File: src/rtl/lcd_score_controller.sv
// Write-only HD44780 sequencer: power-up wait, init commands, then "dd:dd" scores on line 1.
// Optional feature: define LCD_BANNER_EN to write "PONG" to line 2 once, after init.
module lcd_score_controller #(
    parameter int unsigned T_POWER = 375000,
    parameter int unsigned T_SETUP = 2,
    parameter int unsigned T_EN    = 12,
    parameter int unsigned T_HOLD  = 2,
    parameter int unsigned T_CMD   = 1000,
    parameter int unsigned T_CLEAR = 41000
) (
    input  logic       clk_i,
    input  logic       rst_ni,
    input  logic [3:0] score_left_i,
    input  logic [3:0] score_right_i,
    input  logic       update_i,
    output logic       busy_o,
    output logic [7:0] lcd_data_o,
    output logic       lcd_en_o,
    output logic       lcd_rs_o,
    output logic       lcd_rw_o,
    output logic       lcd_on_o
);

    localparam int unsigned MaxT = (T_POWER > T_CLEAR) ? T_POWER : T_CLEAR;
    localparam int unsigned CntW = $clog2(MaxT + 1);

    localparam logic [CntW-1:0] PowerLast = CntW'(T_POWER - 1);
    localparam logic [CntW-1:0] SetupLast = CntW'(T_SETUP - 1);
    localparam logic [CntW-1:0] EnLast    = CntW'(T_EN - 1);
    localparam logic [CntW-1:0] HoldLast  = CntW'(T_HOLD - 1);
    localparam logic [CntW-1:0] CmdLast   = CntW'(T_CMD - 1);
    localparam logic [CntW-1:0] ClearLast = CntW'(T_CLEAR - 1);

    typedef enum logic [2:0] {
        StPwrWait,
        StInit,
`ifdef LCD_BANNER_EN
        StBanner,
`endif
        StRefresh,
        StIdle
    } state_e;

    typedef enum logic [1:0] {PhSetup, PhStrobe, PhHold, PhWait} phase_e;

    state_e          state_q, state_d;
    phase_e          phase_q, phase_d;
    logic [CntW-1:0] cnt_q, cnt_d;
    logic [2:0]      idx_q, idx_d;
    logic            pending_q, pending_d;
    logic [3:0]      left_q, left_d, right_q, right_d;
    logic [7:0]      data_q, data_d;
    logic            rs_q, rs_d, en_q, en_d, on_q, on_d, busy_q, busy_d;
    logic            start_byte;
    logic [8:0]      next_byte;

    function automatic logic [7:0] tens_char(input logic [3:0] s);
        return (s >= 4'd10) ? 8'h31 : 8'h20;
    endfunction

    function automatic logic [7:0] ones_char(input logic [3:0] s);
        return (s >= 4'd10) ? 8'h30 + {4'h0, s - 4'd10} : 8'h30 + {4'h0, s};
    endfunction

    // Returns {rs, data} for byte idx of the given sequence.
    function automatic logic [8:0] seq_byte(input state_e st, input logic [2:0] idx,
                                            input logic [3:0] l, input logic [3:0] r);
        logic [8:0] b;
        b = 9'h000;
        case (st)
            StInit: begin
                case (idx)
                    3'd0:    b = {1'b0, 8'h38};
                    3'd1:    b = {1'b0, 8'h0C};
                    3'd2:    b = {1'b0, 8'h01};
                    default: b = {1'b0, 8'h06};
                endcase
            end
`ifdef LCD_BANNER_EN
            StBanner: begin
                case (idx)
                    3'd0:    b = {1'b0, 8'hC6};
                    3'd1:    b = {1'b1, 8'h50};
                    3'd2:    b = {1'b1, 8'h4F};
                    3'd3:    b = {1'b1, 8'h4E};
                    default: b = {1'b1, 8'h47};
                endcase
            end
`endif
            StRefresh: begin
                case (idx)
                    3'd0:    b = {1'b0, 8'h85};
                    3'd1:    b = {1'b1, tens_char(l)};
                    3'd2:    b = {1'b1, ones_char(l)};
                    3'd3:    b = {1'b1, 8'h3A};
                    3'd4:    b = {1'b1, tens_char(r)};
                    default: b = {1'b1, ones_char(r)};
                endcase
            end
            default: b = 9'h000;
        endcase
        return b;
    endfunction

    function automatic logic [2:0] last_idx(input state_e st);
        case (st)
            StInit:  return 3'd3;
`ifdef LCD_BANNER_EN
            StBanner: return 3'd4;
`endif
            default: return 3'd5;
        endcase
    endfunction

    // Next-state: top-level sequence plus the per-byte SETUP/STROBE/HOLD/WAIT engine.
    always_comb begin
        state_d    = state_q;
        phase_d    = phase_q;
        cnt_d      = cnt_q;
        idx_d      = idx_q;
        pending_d  = pending_q;
        left_d     = left_q;
        right_d    = right_q;
        data_d     = data_q;
        rs_d       = rs_q;
        on_d       = 1'b1;
        start_byte = 1'b0;

        if (update_i && busy_q) begin
            pending_d = 1'b1;
        end

        case (state_q)
            StPwrWait: begin
                if (cnt_q == PowerLast) begin
                    state_d    = StInit;
                    idx_d      = 3'd0;
                    phase_d    = PhSetup;
                    cnt_d      = '0;
                    start_byte = 1'b1;
                end else begin
                    cnt_d = cnt_q + 1'b1;
                end
            end
            StIdle: begin
                if (update_i) begin
                    state_d    = StRefresh;
                    idx_d      = 3'd0;
                    phase_d    = PhSetup;
                    cnt_d      = '0;
                    left_d     = score_left_i;
                    right_d    = score_right_i;
                    start_byte = 1'b1;
                end
            end
            default: begin
                cnt_d = cnt_q + 1'b1;
                case (phase_q)
                    PhSetup: if (cnt_q == SetupLast) begin
                        phase_d = PhStrobe;
                        cnt_d   = '0;
                    end
                    PhStrobe: if (cnt_q == EnLast) begin
                        phase_d = PhHold;
                        cnt_d   = '0;
                    end
                    PhHold: if (cnt_q == HoldLast) begin
                        phase_d = PhWait;
                        cnt_d   = '0;
                    end
                    PhWait: begin
                        // Clear needs the long wait; everything else the short one.
                        if (cnt_q == ((!rs_q && data_q == 8'h01) ? ClearLast : CmdLast)) begin
                            cnt_d   = '0;
                            phase_d = PhSetup;
                            idx_d   = idx_q + 3'd1;
                            start_byte = 1'b1;
                            if (idx_q == last_idx(state_q)) begin
                                idx_d = 3'd0;
                                if (state_q == StInit) begin
`ifdef LCD_BANNER_EN
                                    state_d = StBanner;
`else
                                    state_d = StRefresh;
                                    left_d  = score_left_i;
                                    right_d = score_right_i;
`endif
                                end else if (state_q == StRefresh
                                             && !(pending_q || update_i)) begin
                                    state_d    = StIdle;
                                    phase_d    = PhWait;
                                    start_byte = 1'b0;
                                end else begin
                                    // Banner done, or a collapsed pending refresh.
                                    if (state_q == StRefresh) begin
                                        pending_d = 1'b0;
                                    end
                                    state_d = StRefresh;
                                    left_d  = score_left_i;
                                    right_d = score_right_i;
                                end
                            end
                        end
                    end
                    default: ;
                endcase
            end
        endcase

        next_byte = seq_byte(state_d, idx_d, left_d, right_d);
        if (start_byte) begin
            rs_d   = next_byte[8];
            data_d = next_byte[7:0];
        end
        en_d   = (phase_d == PhStrobe);
        busy_d = (state_d != StIdle);
    end

    // State and registered LCD outputs, synchronous active-low reset.
    always_ff @(posedge clk_i) begin
        if (!rst_ni) begin
            state_q   <= StPwrWait;
            phase_q   <= PhWait;
            cnt_q     <= '0;
            idx_q     <= 3'd0;
            pending_q <= 1'b0;
            left_q    <= 4'd0;
            right_q   <= 4'd0;
            data_q    <= 8'h00;
            rs_q      <= 1'b0;
            en_q      <= 1'b0;
            on_q      <= 1'b0;
            busy_q    <= 1'b1;
        end else begin
            state_q   <= state_d;
            phase_q   <= phase_d;
            cnt_q     <= cnt_d;
            idx_q     <= idx_d;
            pending_q <= pending_d;
            left_q    <= left_d;
            right_q   <= right_d;
            data_q    <= data_d;
            rs_q      <= rs_d;
            en_q      <= en_d;
            on_q      <= on_d;
            busy_q    <= busy_d;
        end
    end

    assign lcd_data_o = data_q;
    assign lcd_rs_o   = rs_q;
    assign lcd_en_o   = en_q;
    assign lcd_rw_o   = 1'b0;
    assign lcd_on_o   = on_q;
    assign busy_o     = busy_q;

endmodule

File: config.mk
export PLATFORM = sky130hd
export DESIGN_NAME = lcd_score_controller
export DESIGN_NICKNAME = d
export VERILOG_FILES = /design/src/rtl/lcd_score_controller.sv
export SDC_FILE = /design/constraint.sdc
export NUM_CORES = 1
export LEC_CHECK = 0
export ABC_AREA = 1
export CAP_MARGIN = 25
export CORE_MARGIN = 2
export CORE_UTILIZATION = 30
export DETAILED_ROUTE_END_ITERATION = 10
export DONT_BUFFER_PORTS = 1
export GPL_TIMING_DRIVEN = 0
export PLACE_DENSITY = 0.45
export SLEW_MARGIN = 30
export SYNTH_ARGS = -nofsm -noshare
export SYNTH_HDL_FRONTEND = slang
export SYNTH_SLANG_ARGS = --single-unit
export TNS_END_PERCENT = 50
File: constraint.sdc
create_clock -name clk_i -period 2.2 [get_ports clk_i]
set_clock_uncertainty 0.05 [all_clocks]
set_input_delay 0.44 -clock clk_i [delete_from_list [all_inputs] [get_ports clk_i]]
set_output_delay 0.44 -clock clk_i [all_outputs]
set_load 0.005 [all_outputs]
======== Word level (Yosys, flattened, before mapping) ========
Cells that the tools add are included.
word-level totals
  output and inout bits ................... 13
  register bits after elaboration ......... 48
  bits of input ports ..................... 11
  logic and storage cells ................. 129
operators by class
  $add $sub $neg .......................... 8
  equal/unequal tests ..................... 21
  multiplexer cells ....................... 75
  reductions and logical operators ........ 11
  magnitude comparators ................... 2
operator list
  operator                                               count
  2-to-1 mux 19 bit                                      5
  case mux 19 bit (3 select lines)                       1
  2-to-1 mux 4 bit                                       12
  case mux 9 bit (5 select lines)                        1
  2-to-1 mux 3 bit                                       14
  case mux 19 bit (2 select lines)                       1
  adder 6 x 4 -> 7 bit (first input constant)            4
  adder 19 x 1 -> 19 bit (second input constant)         1
  equality test 19 x 1 -> 1 bit (second input constant)  1
  equality test 19 x 16 -> 1 bit                         1
  equality test 19 bit (second input constant)           1
  equality test 19 x 4 -> 1 bit (second input constant)  1
  2-to-1 mux 1 bit                                       18
  2-to-1 mux 2 bit                                       9
  case mux 6 bit (3 select lines)                        1
  case mux 9 bit (2 select lines)                        1
  2-to-1 mux 16 bit                                      1
  case mux 4 bit (2 select lines)                        2
  equality test 3 x 2 -> 1 bit (second input constant)   5
  2-to-1 mux 7 bit                                       2
  case mux 3 bit (2 select lines)                        2
  2-to-1 mux 5 bit                                       2
  equality test 3 x 1 -> 1 bit (second input constant)   3
  equality test 8 x 1 -> 1 bit (second input constant)   1
  other kinds (18)                                       27

======== Logic depth before layout (Yosys ltp) ========
Gate-level depths: netlist (run 1).
  depth in word-level cells ............... 17
  depth in mapped cells ................... 20
  mapped depth without buffers ............ 20

======== Least setup slack after synthesis (run 1) ========
Ideal clock, no wire load.
  path kind ............................... register to register
  start point ............................. register cnt_q[0]
  end point ............................... register data_q[2] (netlist: lcd_data_o[2])
  path slack .............................. -0.072 ns
  arrival ................................. 2.156 ns
  cell stages (with the launch flop) ...... 17
  required time ........................... 2.084 ns
  cell sequence ........................... dfxtp_1 ha_1 nand3_2 nor2_1 nand2_1 inv_1 nand2_2 nor2_8 nand4_4 nand3_1 nand2_4 ha_1 inv_1 nand3_1 a21oi_1 nand2_1 a21oi_2
on the way
  cells in the longest elaborated chain, start to end .. 9
ends and longest elaborated chain
  what                             line  source
  from (decl)                      48    logic [CntW-1:0] cnt_q, cnt_d;
  from (signal assigned)           237   cnt_q <= cnt_d;
  equality test 19 x 16 -> 1 bit   173   if (cnt_q == ((!rs_q && data_q == 8'h01) ? ClearLast : CmdLast)) begin
  2-to-1 mux 4 bit                 173
  2-to-1 mux 4 bit                 158   case (phase_q)
  case mux 4 bit (2 select lines)  133   case (state_q)
  subtractor 4 bit                 62    return (s >= 4'd10) ? 8'h30 + {4'h0, s - 4'd10} : 8'h30 + {4'h0, s};
  adder 6 x 4 -> 7 bit             62
  2-to-1 mux 7 bit                 62
  case mux 9 bit (5 select lines)  91    case (idx)
  case mux 9 bit (2 select lines)  70    case (st)
  to (signal assigned)             242   data_q <= data_d;
  to (decl)                        52    logic [7:0] data_q, data_d;
Several ways; a longest one is shown, not always the timed one.
A chain may end at the register's enable or synchronous reset.

======== Worst setup path after layout (run 1) ========
Same ends and word-level chain as after synthesis.

==> results of run 1 <==
==> metal layers <==
metal | vias up | share of wire, %
li1 | 1643 | -
met1 | 1495 | 44
met2 | 39 | 52
met3 | 13 | 2.3
met4 | 0 | 1.5
met5 | - | 0
==> critical path, delay by kind of cell (launching register included) <==
kind            cells  cell delay, ps
simple gates       11            1100
flops               1             370
fa+ha+maj           2             340
compound gates      2             280
buf+inv             2             120
==> cell families (layout without fill, tap and decap cells) <==
family / after synthesis / in the layout / synth area share (%)
DFF: 47 / 47 / 28.71
other: 1 / 2 / 0.1144
and+or+nand+nor: 291 / 291 / 46.96
AOI/OAI and AO/OA: 52 / 52 / 9.660
adders and majority gates: 5 / 5 / 1.909
buffers and inverters: 86 / 123 / 10.46
xor gates and xnor gates: 7 / 7 / 1.871
muxes: 1 / 1 / 0.3055
==> area by class of cell <==
type,instances,share of cell area [%]
plain buffers,8,1.024
clock buffers,6,1.988
clock inverters,1,0.1205
inverters,77,7.199
multi-input cells,358,55.63
flip-flops and latches,47,23.55
well taps,140,4.217
repair buffers,31,6.265
==> repair_timing <==
item / in CTS / in global routing
hold buffers: 0 / 0
setup endpoints to repair: 18 / 21
buffers inserted: 26 / 5
hold endpoints to repair: 0 / 0
pin swaps: 35 / 16
resized for setup: 50 / 48
==> registers in the layout, indices dropped and copies added, names as in the netlist, 2 cells and up <==
name	count
cnt_q	19
lcd_data_o	7
left_q	4
right_q	4
idx_q	3
state_q	3
phase_q	2
==> through the flow <==
stage / cell area, um2 / instances / utilization [%] / hold slack, ps / TNS [ps]
after floorplan: 3316 / 491 / - / 417.7 / 0
after global placement: 3491 / 631 / 32.49 / 418.2 / -3728
after detailed placement: 3491 / 631 / 32.49 / 418.2 / -3610
after CTS: 3963 / 663 / 36.88 / 84.85 / -1068
after global routing: 4154 / 668 / 38.66 / 76.72 / -2864
final: 4154 / 668 / 38.66 / 92.83 / -619.5
==> placed cells by master, fill, tap and decap left out, drive strengths merged, types with 4 or more instances in the layout <==
| cell | n |
|---|---|
| nand2 | 126 |
| nor2 | 81 |
| inv | 75 |
| nand3 | 51 |
| dfxtp | 47 |
| buf | 35 |
| a21oi | 21 |
| nand4 | 14 |
| o21ai | 14 |
| nor3 | 14 |
| clkbuf | 10 |
| xor2 | 5 |
| ha | 5 |
| o22ai | 4 |
| a31oi | 4 |
==> report_power, final <==
group / internal, mW / switching [mW]
Sequential: 0.852 / 0.00944
Combinational: 0.0288 / 0.0479
Clock: 0.248 / 0.314
Total: 1.13 / 0.371
==> final timing paths <==
check / end / cells past startpoint / slack (ps)
worst max-delay path: lcd_data_o[2] / 17 / -130
worst min-delay path: lcd_on_o / 0 / 90
worst max register to register: lcd_data_o[2] / 17 / -130
worst min register to register: right_q[0] / 2 / 450
==> impl_results.md, run 1 <==
* Status: complete, but fails checks
* Failing checks: setup timing
* Yosys warns at 0
* Min-delay src: rst_ni
* Top Usage Layer GRT: met2
* H-tree depth at 2
* Critical path class: reg -> reg
* Endpoints failing hold at 0
* Max-Cap Viols at 0
* Slew headroom at 52.40%
* Register Area at ~980 um2
* HPWL after detailed placement at 6.892 mm
* Max Buffers Root-to-Sink at 2
* Final period util at 105.8%
* Max Slew Vio Count at 0
* Synth cell count leaders: nand2_1 (102), nor2_1 (68), inv_1 (59)
* Most common cell in the netlist: nand2_1
* CP arrival at 2520 ps
* Buffers on Ports at 0
* Setup crit start: cnt_q[0]
* Cell accounting for the most synthesized area: dfxtp_1
* Worst-path clk slew at 90 ps
* Worst EP required at 2400 ps
* First-pass GRT wire length at 15.18 mm
* Yosys top cell area share at approximately 29%
* Number of distinct library cells after synthesis at 44
* Post-Syn Area at 3277 um2
* Power consumption at 1.500 mW
* Later-pin clock latency in the skew report at 310 ps
* Met2 GRT Util at 31.52%
* Antenna-violating nets left at 0
* Syn Area/Cell at between 6 and 7 um2
* Main area contributors after synthesis: dfxtp_1 (29%), nand2_1 (12%), nor2_1 (7.8%)
* Gate Count Post-Synth at 490
* Slowest CP cell: dfxtp_4
* Initial antenna violation count at 0
* Crit Path Max Fanout at 8
* Final Wtd Congestion at a little over 0.8
* CTS buffer count at 5
* Vias in the first global route at 3151
* Crit-path cells: ha_4 > nand3_4 > nor2_4 > nand2_2 > inv_2 > nand2_4 > nor2_8 > nand4_4 > nand2_4 > nand2_4 > nand2_4 > ha_4 > inv_2 > nand3_2 > a21oi_2 > nand2_2 > a21oi_2
* Full die area at ~12000 um2
* Largest net degree at the start of global routing at 14
* Row Count at 38
* Flops & latches, synth at 47
* Root Buffer: clkbuf_8
* Maximum clock rate at 429.5 MHz
* Final setup fails at 8
* Initial Util at 30.50%
* Initial DRC Count at approximately 150
* Post-synth EDFFs at 0
* Critical R2R Launch: cnt_q[0]
* Area Growth Syn to Fin at 26.77%
* Pwr Density at ~360 nW/um2
* Pre-CTS WS at -443.5 ps
* Gr ovfl total at 0
* Worst setup EP type: flop
* CP startpoint kind: flop
* Post-layout nets at between 500 and 600
* CTS tree: yes
* Share of cells above drive strength 1 at 36.55%
* Synth Flop Type: dfxtp_1
* DR vias/cell at ~4.8
* First-pass DRT Iterations at 4
* RSZ-0062 raised after global routing: true
* Total Routing Usage GR at ~17%
* Die Y at 108.5 um
* GR met3 Demand/Resource at 3.074%
* Footprint of the multi-input gates at 2311 um2
* Core box area at 10750 um2
* Remaining DRCs at 0
* Hold WC Path Type: in -> reg
* Via count at between 3000 and 4000
* Worst setup margin at -128.5 ps
* Fraction of registers with async set or reset after synthesis at 0%
* Measured slew at the worst slew-check pin at 714.0 ps
* VDD IR-drop max at 0.2187 mV
* WL final at around 9 mm
* Antenna cell count at 0
* Most frequent CP cell: nand2_4
* CTS Sinks at 47
* Post-synthesis sequential area ratio at 28.71%
* # fillers at 1197
* Floorplan die width at approximately 110 um
* Max incr delay on CP at about 370 ps
* Tmin final at 2328 ps
* Top Ports at 24
* Met1 Resource Use GR at 19.01%
* WL/cell at between 10 and 15 um
* Leakage power total at 1.886 nW
Note: power is estimated with default switching activity, not from simulation.
==> inputs of run 2 (changes only) <==
--- a/config.mk
+++ b/config.mk
@@ -13,7 +13,6 @@
 export DONT_BUFFER_PORTS = 1
 export GPL_TIMING_DRIVEN = 0
 export PLACE_DENSITY = 0.45
-export SLEW_MARGIN = 30
 export SYNTH_ARGS = -nofsm -noshare
 export SYNTH_HDL_FRONTEND = slang
 export SYNTH_SLANG_ARGS = --single-unit
==> results of run 2 <==
No change in the layout: final DEF, timing and power equal those of run 1.
